`src/rtl/par2ser_stream.sv`:
```
// Parallel-to-serial converter with valid/ready on both sides and first/last bit markers.
// A one-word holding buffer lets consecutive words stream with no idle bit between them.
module par2ser_stream #(
  parameter int DATA_W    = 8,
  parameter bit LSB_FIRST = 1'b0,
  parameter int CNT_W     = $clog2(DATA_W)
) (
  input  logic              clk,
  input  logic              rst_n,
  input  logic [DATA_W-1:0] din,
  input  logic              din_valid,
  output logic              din_ready,
  output logic              dout,
  output logic              dout_valid,
  input  logic              dout_ready,
  output logic              dout_first,
  output logic              dout_last,
  output logic              busy
);

  // state | meaning
  // IDLE  | shifter empty, no bit on dout
  // SHIFT | shifter holds a word, cnt indexes the bit on dout
  typedef enum logic {IDLE, SHIFT} state_t;

  state_t            state;
  logic [DATA_W-1:0] sh;
  logic [DATA_W-1:0] hold;
  logic              hold_valid;
  logic [CNT_W-1:0]  cnt;

  logic              sh_valid;
  logic              accept;
  logic              xfer;
  logic              cnt_last;
  logic [DATA_W-1:0] sh_shifted;

  assign sh_valid  = (state == SHIFT);
  assign din_ready = !hold_valid;
  assign accept    = din_valid && din_ready;
  assign xfer      = sh_valid && dout_ready;
  assign cnt_last  = (cnt == CNT_W'(DATA_W - 1));

  // Shift toward whichever end feeds dout.
  assign sh_shifted = LSB_FIRST ? {1'b0, sh[DATA_W-1:1]} : {sh[DATA_W-2:0], 1'b0};

  assign dout_valid = sh_valid;
  assign dout       = sh_valid && (LSB_FIRST ? sh[0] : sh[DATA_W-1]);
  assign dout_first = sh_valid && (cnt == '0);
  assign dout_last  = sh_valid && cnt_last;
  assign busy       = sh_valid || hold_valid;

  always_ff @(posedge clk or negedge rst_n) begin
    if (!rst_n) begin
      state      <= IDLE;
      sh         <= '0;
      hold       <= '0;
      hold_valid <= 1'b0;
      cnt        <= '0;
    end else begin
      case (state)
        IDLE: begin
          if (accept) begin
            sh    <= din;
            cnt   <= '0;
            state <= SHIFT;
          end
        end
        SHIFT: begin
          if (xfer && cnt_last) begin
            // Reload priority: held word first, then a word arriving now.
            if (hold_valid) begin
              sh         <= hold;
              hold_valid <= 1'b0;
              cnt        <= '0;
            end else if (accept) begin
              sh  <= din;
              cnt <= '0;
            end else begin
              sh    <= '0;
              cnt   <= '0;
              state <= IDLE;
            end
          end else begin
            if (xfer) begin
              sh  <= sh_shifted;
              cnt <= cnt + CNT_W'(1);
            end
            if (accept) begin
              hold       <= din;
              hold_valid <= 1'b1;
            end
          end
        end
        default: state <= IDLE;
      endcase
    end
  end

endmodule

```
`config.mk`:
```
export PLATFORM = sky130hd
export DESIGN_NAME = par2ser_stream
export DESIGN_NICKNAME = d
export VERILOG_FILES = /design/src/rtl/par2ser_stream.sv
export SDC_FILE = /design/constraint.sdc
export NUM_CORES = 1
export LEC_CHECK = 0
export CELL_PAD_IN_SITES_DETAIL_PLACEMENT = 0
export CELL_PAD_IN_SITES_GLOBAL_PLACEMENT = 1
export CORE_MARGIN = 3
export CORE_UTILIZATION = 41
export DETAILED_ROUTE_END_ITERATION = 8
export PLACE_DENSITY_LB_ADDON = 0.12
export RECOVER_POWER = 100
export SETUP_SLACK_MARGIN = 0.02
export SLEW_MARGIN = 15
export SYNTH_ARGS = -nofsm -noshare
export SYNTH_HDL_FRONTEND = slang
export SYNTH_SLANG_ARGS = --single-unit
```
`constraint.sdc`:
```
create_clock -name clk -period 2.1 [get_ports clk]
set_input_delay 0.315 -clock clk [delete_from_list [all_inputs] [get_ports clk]]
set_output_delay 0.315 -clock clk [all_outputs]
set_load 0.03 [all_outputs]
```
# Word level (Yosys, flattened, before mapping)
# Cells that the tools add are included.
[word_totals] rom_bits=0 latch_bits=0 ff_bits=21 elab_cells=40 ram_bits=0 in_bits=12 mem_count=0
[op_classes] shift=0 n_bitwise=2 n_eq_ne=3 reduce_logical=13 div=0 mul=0 add_sub_neg=1 n_mux=16 order_cmp=0
[op_table] cell="$mux W8" n=5
[op_table] cell="$pmux W8 S2" n=1
[op_table] cell="$mux W3" n=3
[op_table] cell="$logic_and A1 B1 Y1" n=6
[op_table] cell="$pmux W3 S2" n=1
[op_table] cell="$mux W1" n=5
[op_table] cell="$reduce_and A2 Y1" n=2
[op_table] cell="$add A3 B1 Y3 const B" n=1
[op_table] cell="$eq A3 B3 Y1 const B" n=1
[op_table] cell="$logic_not A3 Y1" n=1
[op_table] cell="$ne A3 B1 Y1 const B" n=1
[op_table] cell="$reduce_and A3 Y1" n=1
[op_table] cell="$ne A2 B2 Y1 const B" n=1
[op_table] cell="$not A1 Y1" n=2
[op_table] cell="$pmux W1 S2" n=1
[op_table] cell="$reduce_bool A2 Y1" n=1
[op_table] cell="$logic_not A1 Y1" n=1
[op_table] cell="$logic_or A1 B1 Y1" n=1

# Depth between registers and ports, before layout
[logic_depth] ltp_word=6 ltp_mapped=6 ltp_nobuf=5

# Worst setup path after synthesis
# OpenSTA, ideal clock, no wires.
[synth_path] kind="register -> register" start="reg cnt[0]" end="reg hold[0]" arrival_ps=1368 required_ps=1972 n_path_buf=0 path_stages_with_launch=6 setup_slack_ps=604 period_less_slack_ps=1496 setup_time_ps=128 cell_sequence="dfrtp_1 ha_1 ha_1 a21oi_2 nand2_2 mux2_1"
[synth_between] elab_chain_len=4
[synth_lines] element="from (decl)" line="30" source="logic [CNT_W-1:0] cnt;"
[synth_lines] element="from (signal assigned)" line="87" source="cnt <= cnt + CNT_W'(1);"
[synth_lines] element="$eq A3 B3 Y1" line="42" source="assign cnt_last = (cnt == CNT_W'(DATA_W - 1));"
[synth_lines] element="$logic_and A1 B1 Y1" line="70" source="if (xfer && cnt_last) begin"
[synth_lines] element="$not A1 Y1 (no source line)"
[synth_lines] element="$reduce_and A3 Y1 (no source line)"
[synth_lines] element="to (signal assigned)" line="90" source="hold <= din;"
[synth_lines] element="to (decl)" line="28" source="logic [DATA_W-1:0] hold;"
# Every way passes these cells.
# A chain may end at the register's enable or synchronous reset.

# Worst setup path after layout
[layout_path] start="reg cnt[0]" end="out dout_last"
[layout_between] elab_chain_len=2
[layout_lines] element="$eq A3 B3 Y1" line="42"
[layout_lines] element="$logic_and A1 B1 Y1" line="50" source="assign dout_last = sh_valid && cnt_last;"
[layout_lines] element="to (decl)" line="17" source="output logic dout_last,"
# Every way passes these cells.

==> flow_summary_export.csv <==
group,metric,value,unit
run_status,status,"finished clean",
place,gp_congestion,0.7461,
die,num_rows,18,
logic_synthesis,netlist_area,1170,µm²
cts,cts_root_buf,"clkbuf_4",
pwr,p_leak,0.5967,nW
global_routing,antenna_found_initial,0,
critical_path,worstSetupStartpointType,"register",
logic_synthesis,synth_top_area_frac,0.4492,
worst_hold_path,hold_path_end,"hold[7]",
cells_and_area,finalNetCount,144,
sta,rsz0062_at_grt,"false",
drt,via_per_inst,5.443,
die,die_x,59.42,µm
drt,ant_nets,0,
global_routing,grt_pass1_vias,883,
sta,fin_crit_sh,0.9214,
die,io_pins,18,
cells_and_area,drive_gt1_frac,0.2188,
sta,slew_headroom,0.2312,
cts,cts_setup_buffers,0,
sta,worst_pin_slew,1.153,ns
drt,routed_wl,2.400,mm
logic_synthesis,ys_types,31,
sta,finalMaxSlewViolations,0,
drt,drc,0,
worst_hold_path,worst_hold_path_type,"reg -> reg",
sta,final.setup_skew,0.003069,ns
logic_synthesis,synthTopCellsByArea,"dfrtp_1 45%, mux2_1 7.7%, a22oi_1 4.5%, a21oi_2 3.7%, a22o_1 3.7%",
worst_hold_path,hold_depth,1,
cts,clkSinkCount,21,
critical_path,cpMaxStageDelayCell,"dfrtp_1",
critical_path,cpPeakStageDelay,0.42,ns
critical_path,worstSetupPathType,"reg -> out",
die,die_h,59.42,µm
logic_synthesis,synth_seq_area_share,0.4492,
cts,ctsHoldBuffers,0,
cts,cts_tree,"built",
critical_path,cp_num_buf_inv,1,
global_routing,grt_use_total,0.1584,
logic_synthesis,syn_area_per_cell,10.83,µm²
cts,cts_resized,3,
critical_path,reg2reg_depth,5,
worst_hold_path,min_from,"hold[7]",
run,cap_viol_max_count,0,
cells_and_area,syn_to_final_growth,17.54,%
critical_path,reg2reg_slack,0.33,ns
sta,period_needed,1.935,ns
cts,path_clk_slew,0.11,ns
logic_synthesis,synth_area_leader_cell,"dfrtp_1",
place,dpl.cell_count,154,
cts,numCtsBuffers,3,
drt,wl_per_cell,15.19,µm
global_routing,grt_pass1_wl,4.140,mm
critical_path,crit_chain,"ha_1 -> ha_1 -> and2_1 -> dlygate4sd2_1",
drt,drt_first_iter_violations,27,
critical_path,timing.rr.start,"cnt[0]",
cells_and_area,instances_no_fill,158,
logic_synthesis,synth_warnings,0,
cts,clock_path_buffers,2,
die,dieArea,3530,µm²
logic_synthesis,synth-seq-cells,21,
sta,fin_hold_ws,0.5089,ns
critical_path,crit_required,1.78,ns
pwr,p_total,1.692,mW
drt,firstDrtPassIters,4,
critical_path,crit_family,"flip-flops",
place,hpwlAfterDp,1.785,mm
logic_synthesis,synth-edff-count,0,
logic_synthesis,ys_async_sr_fraction,1.000,
logic_synthesis,syn_inst,108,
logic_synthesis,synth_fp_nets,123,
drt,vias,860,
sta,hold_violations,0,
pwr,peakVddDrop,0.0005985,V
cells_and_area,diodes,0,
sta,finalSetupViolCount,0,
global_routing,globalRouteOverflowTotal,0,
die,core_area,2590,µm²
pwr,p_per_area,1231,nW/µm²
critical_path,worst_setup_path_end_kind,"primary output",
sta,fmax,516.8,MHz
die,start_util,0.4517,
cts,cts_max_level,1,
place,port-buffer-count,17,
cells_and_area,final_util,0.5309,
sta,tns,0,ns
logic_synthesis,synth_ff_type,"dfrtp_1",
critical_path,rr_endpoint,"hold[0]",
critical_path,crit_top_cell,"ha_1",
global_routing,grt_start_max_net_pins,22,
critical_path,worstPathArrival,1.62,ns
cts,clock_latency,0.30,ns
critical_path,crit_fanout,4,
-- cell usage after synthesis, types with 2 or more instances --
master,number
a21oi_1,5
o21ai_1,6
nor2_2,5
and2_1,3
mux2_1,8
nand2_1,11
o211ai_2,2
nor2_1,3
dfrtp_1,21
inv_2,2
a22oi_1,7
buf_2,2
a21oi_2,5
nand3_2,4
ha_1,3
inv_1,2
a22o_1,5
-- metrics by stage --
step / instance area (µm²) / setup slack, ns
global placement: 1366 / 0.2541
finish: 1375 / 0.1651
floorplan: 1170 / 0.6043
CTS: 1391 / 0.1310
global route: 1375 / 0.07618
detailed placement: 1366 / 0.2457
-- power by group --
part | internal (mW) | switching, mW | leakage [nW] | total [mW]
logic | 0.366 | 0.404 | 0.337 | 0.770
registers | 0.592 | 0.134 | 0.245 | 0.727
clock network | 0.0739 | 0.121 | 0.0150 | 0.195
total | 1.03 | 0.660 | 0.597 | 1.69
-- registers in the layout (all words and copies together) (netlist names) --
signal,count
hold,8
dout_valid,1
sh,8
hold_valid,1
cnt,3
-- cell usage in the layout (no fill, tap or decap), types with 2 or more instances in the layout --
cell type        count
a21oi_1              6
a21oi_2              4
dfrtp_1             20
nand2_1             12
inv_2                2
clkbuf_1             2
ha_1                 3
dlygate4sd2_1        2
dlygate4sd3_1        3
a22o_1               5
mux2_1               8
o211ai_2             2
clkbuf_4             3
nor2_2               5
a22oi_1              7
nand3_2              4
clkdlybuf4s50_1     12
inv_1                2
nor2_1               3
o21ai_1              5
and2_1               2
buf_4                3
-- layer usage --
| metal | routed length, µm | share of wire | global-route usage |
|---|---|---|---|
| met1 | 1138 | 0.47 | 0.2157 |
| met5 | 0 | 0 | 0 |
| met4 | 40 | 0.017 | 0.05825 |
| met2 | 1126 | 0.47 | 0.2559 |
| met3 | 95 | 0.040 | 0.01961 |
-- cell type report --
type | instances | area, µm²
Sequential cell | 21 | 526.8
Fill cell | 248 | 1215
Tap cell | 30 | 37.54
Inverter | 4 | 15.01
Timing Repair Buffer | 21 | 193.9
Clock buffer | 4 | 26.28
Multi-Input combinational cell | 78 | 575.6
-- logic make-up after synthesis --
kind of cell             Yosys count  share of synthesized area
adder cells (fa/ha/maj)            3                    0.03209
multiplexers                       8                    0.07701
AO/OA/AOI/OAI                     33                     0.2150
flip-flops                        21                     0.4492
AND/OR/NAND/NOR                   34                     0.1786
buffers and inverters              9                    0.04813
-- how the worst max path moves through the flow --
stage	from	end	cells past startpoint
3_5_place_dp	cnt[0]	dout_last	4
6_report	cnt[0]	dout_last	4
3_3_place_gp	cnt[0]	dout_last	4
5_1_grt	dout_valid	busy	3
2_1_floorplan	cnt[0]	hold[0]	5
4_1_cts	cnt[0]	dout_last	4
Note: power is estimated with default switching activity, not from simulation.
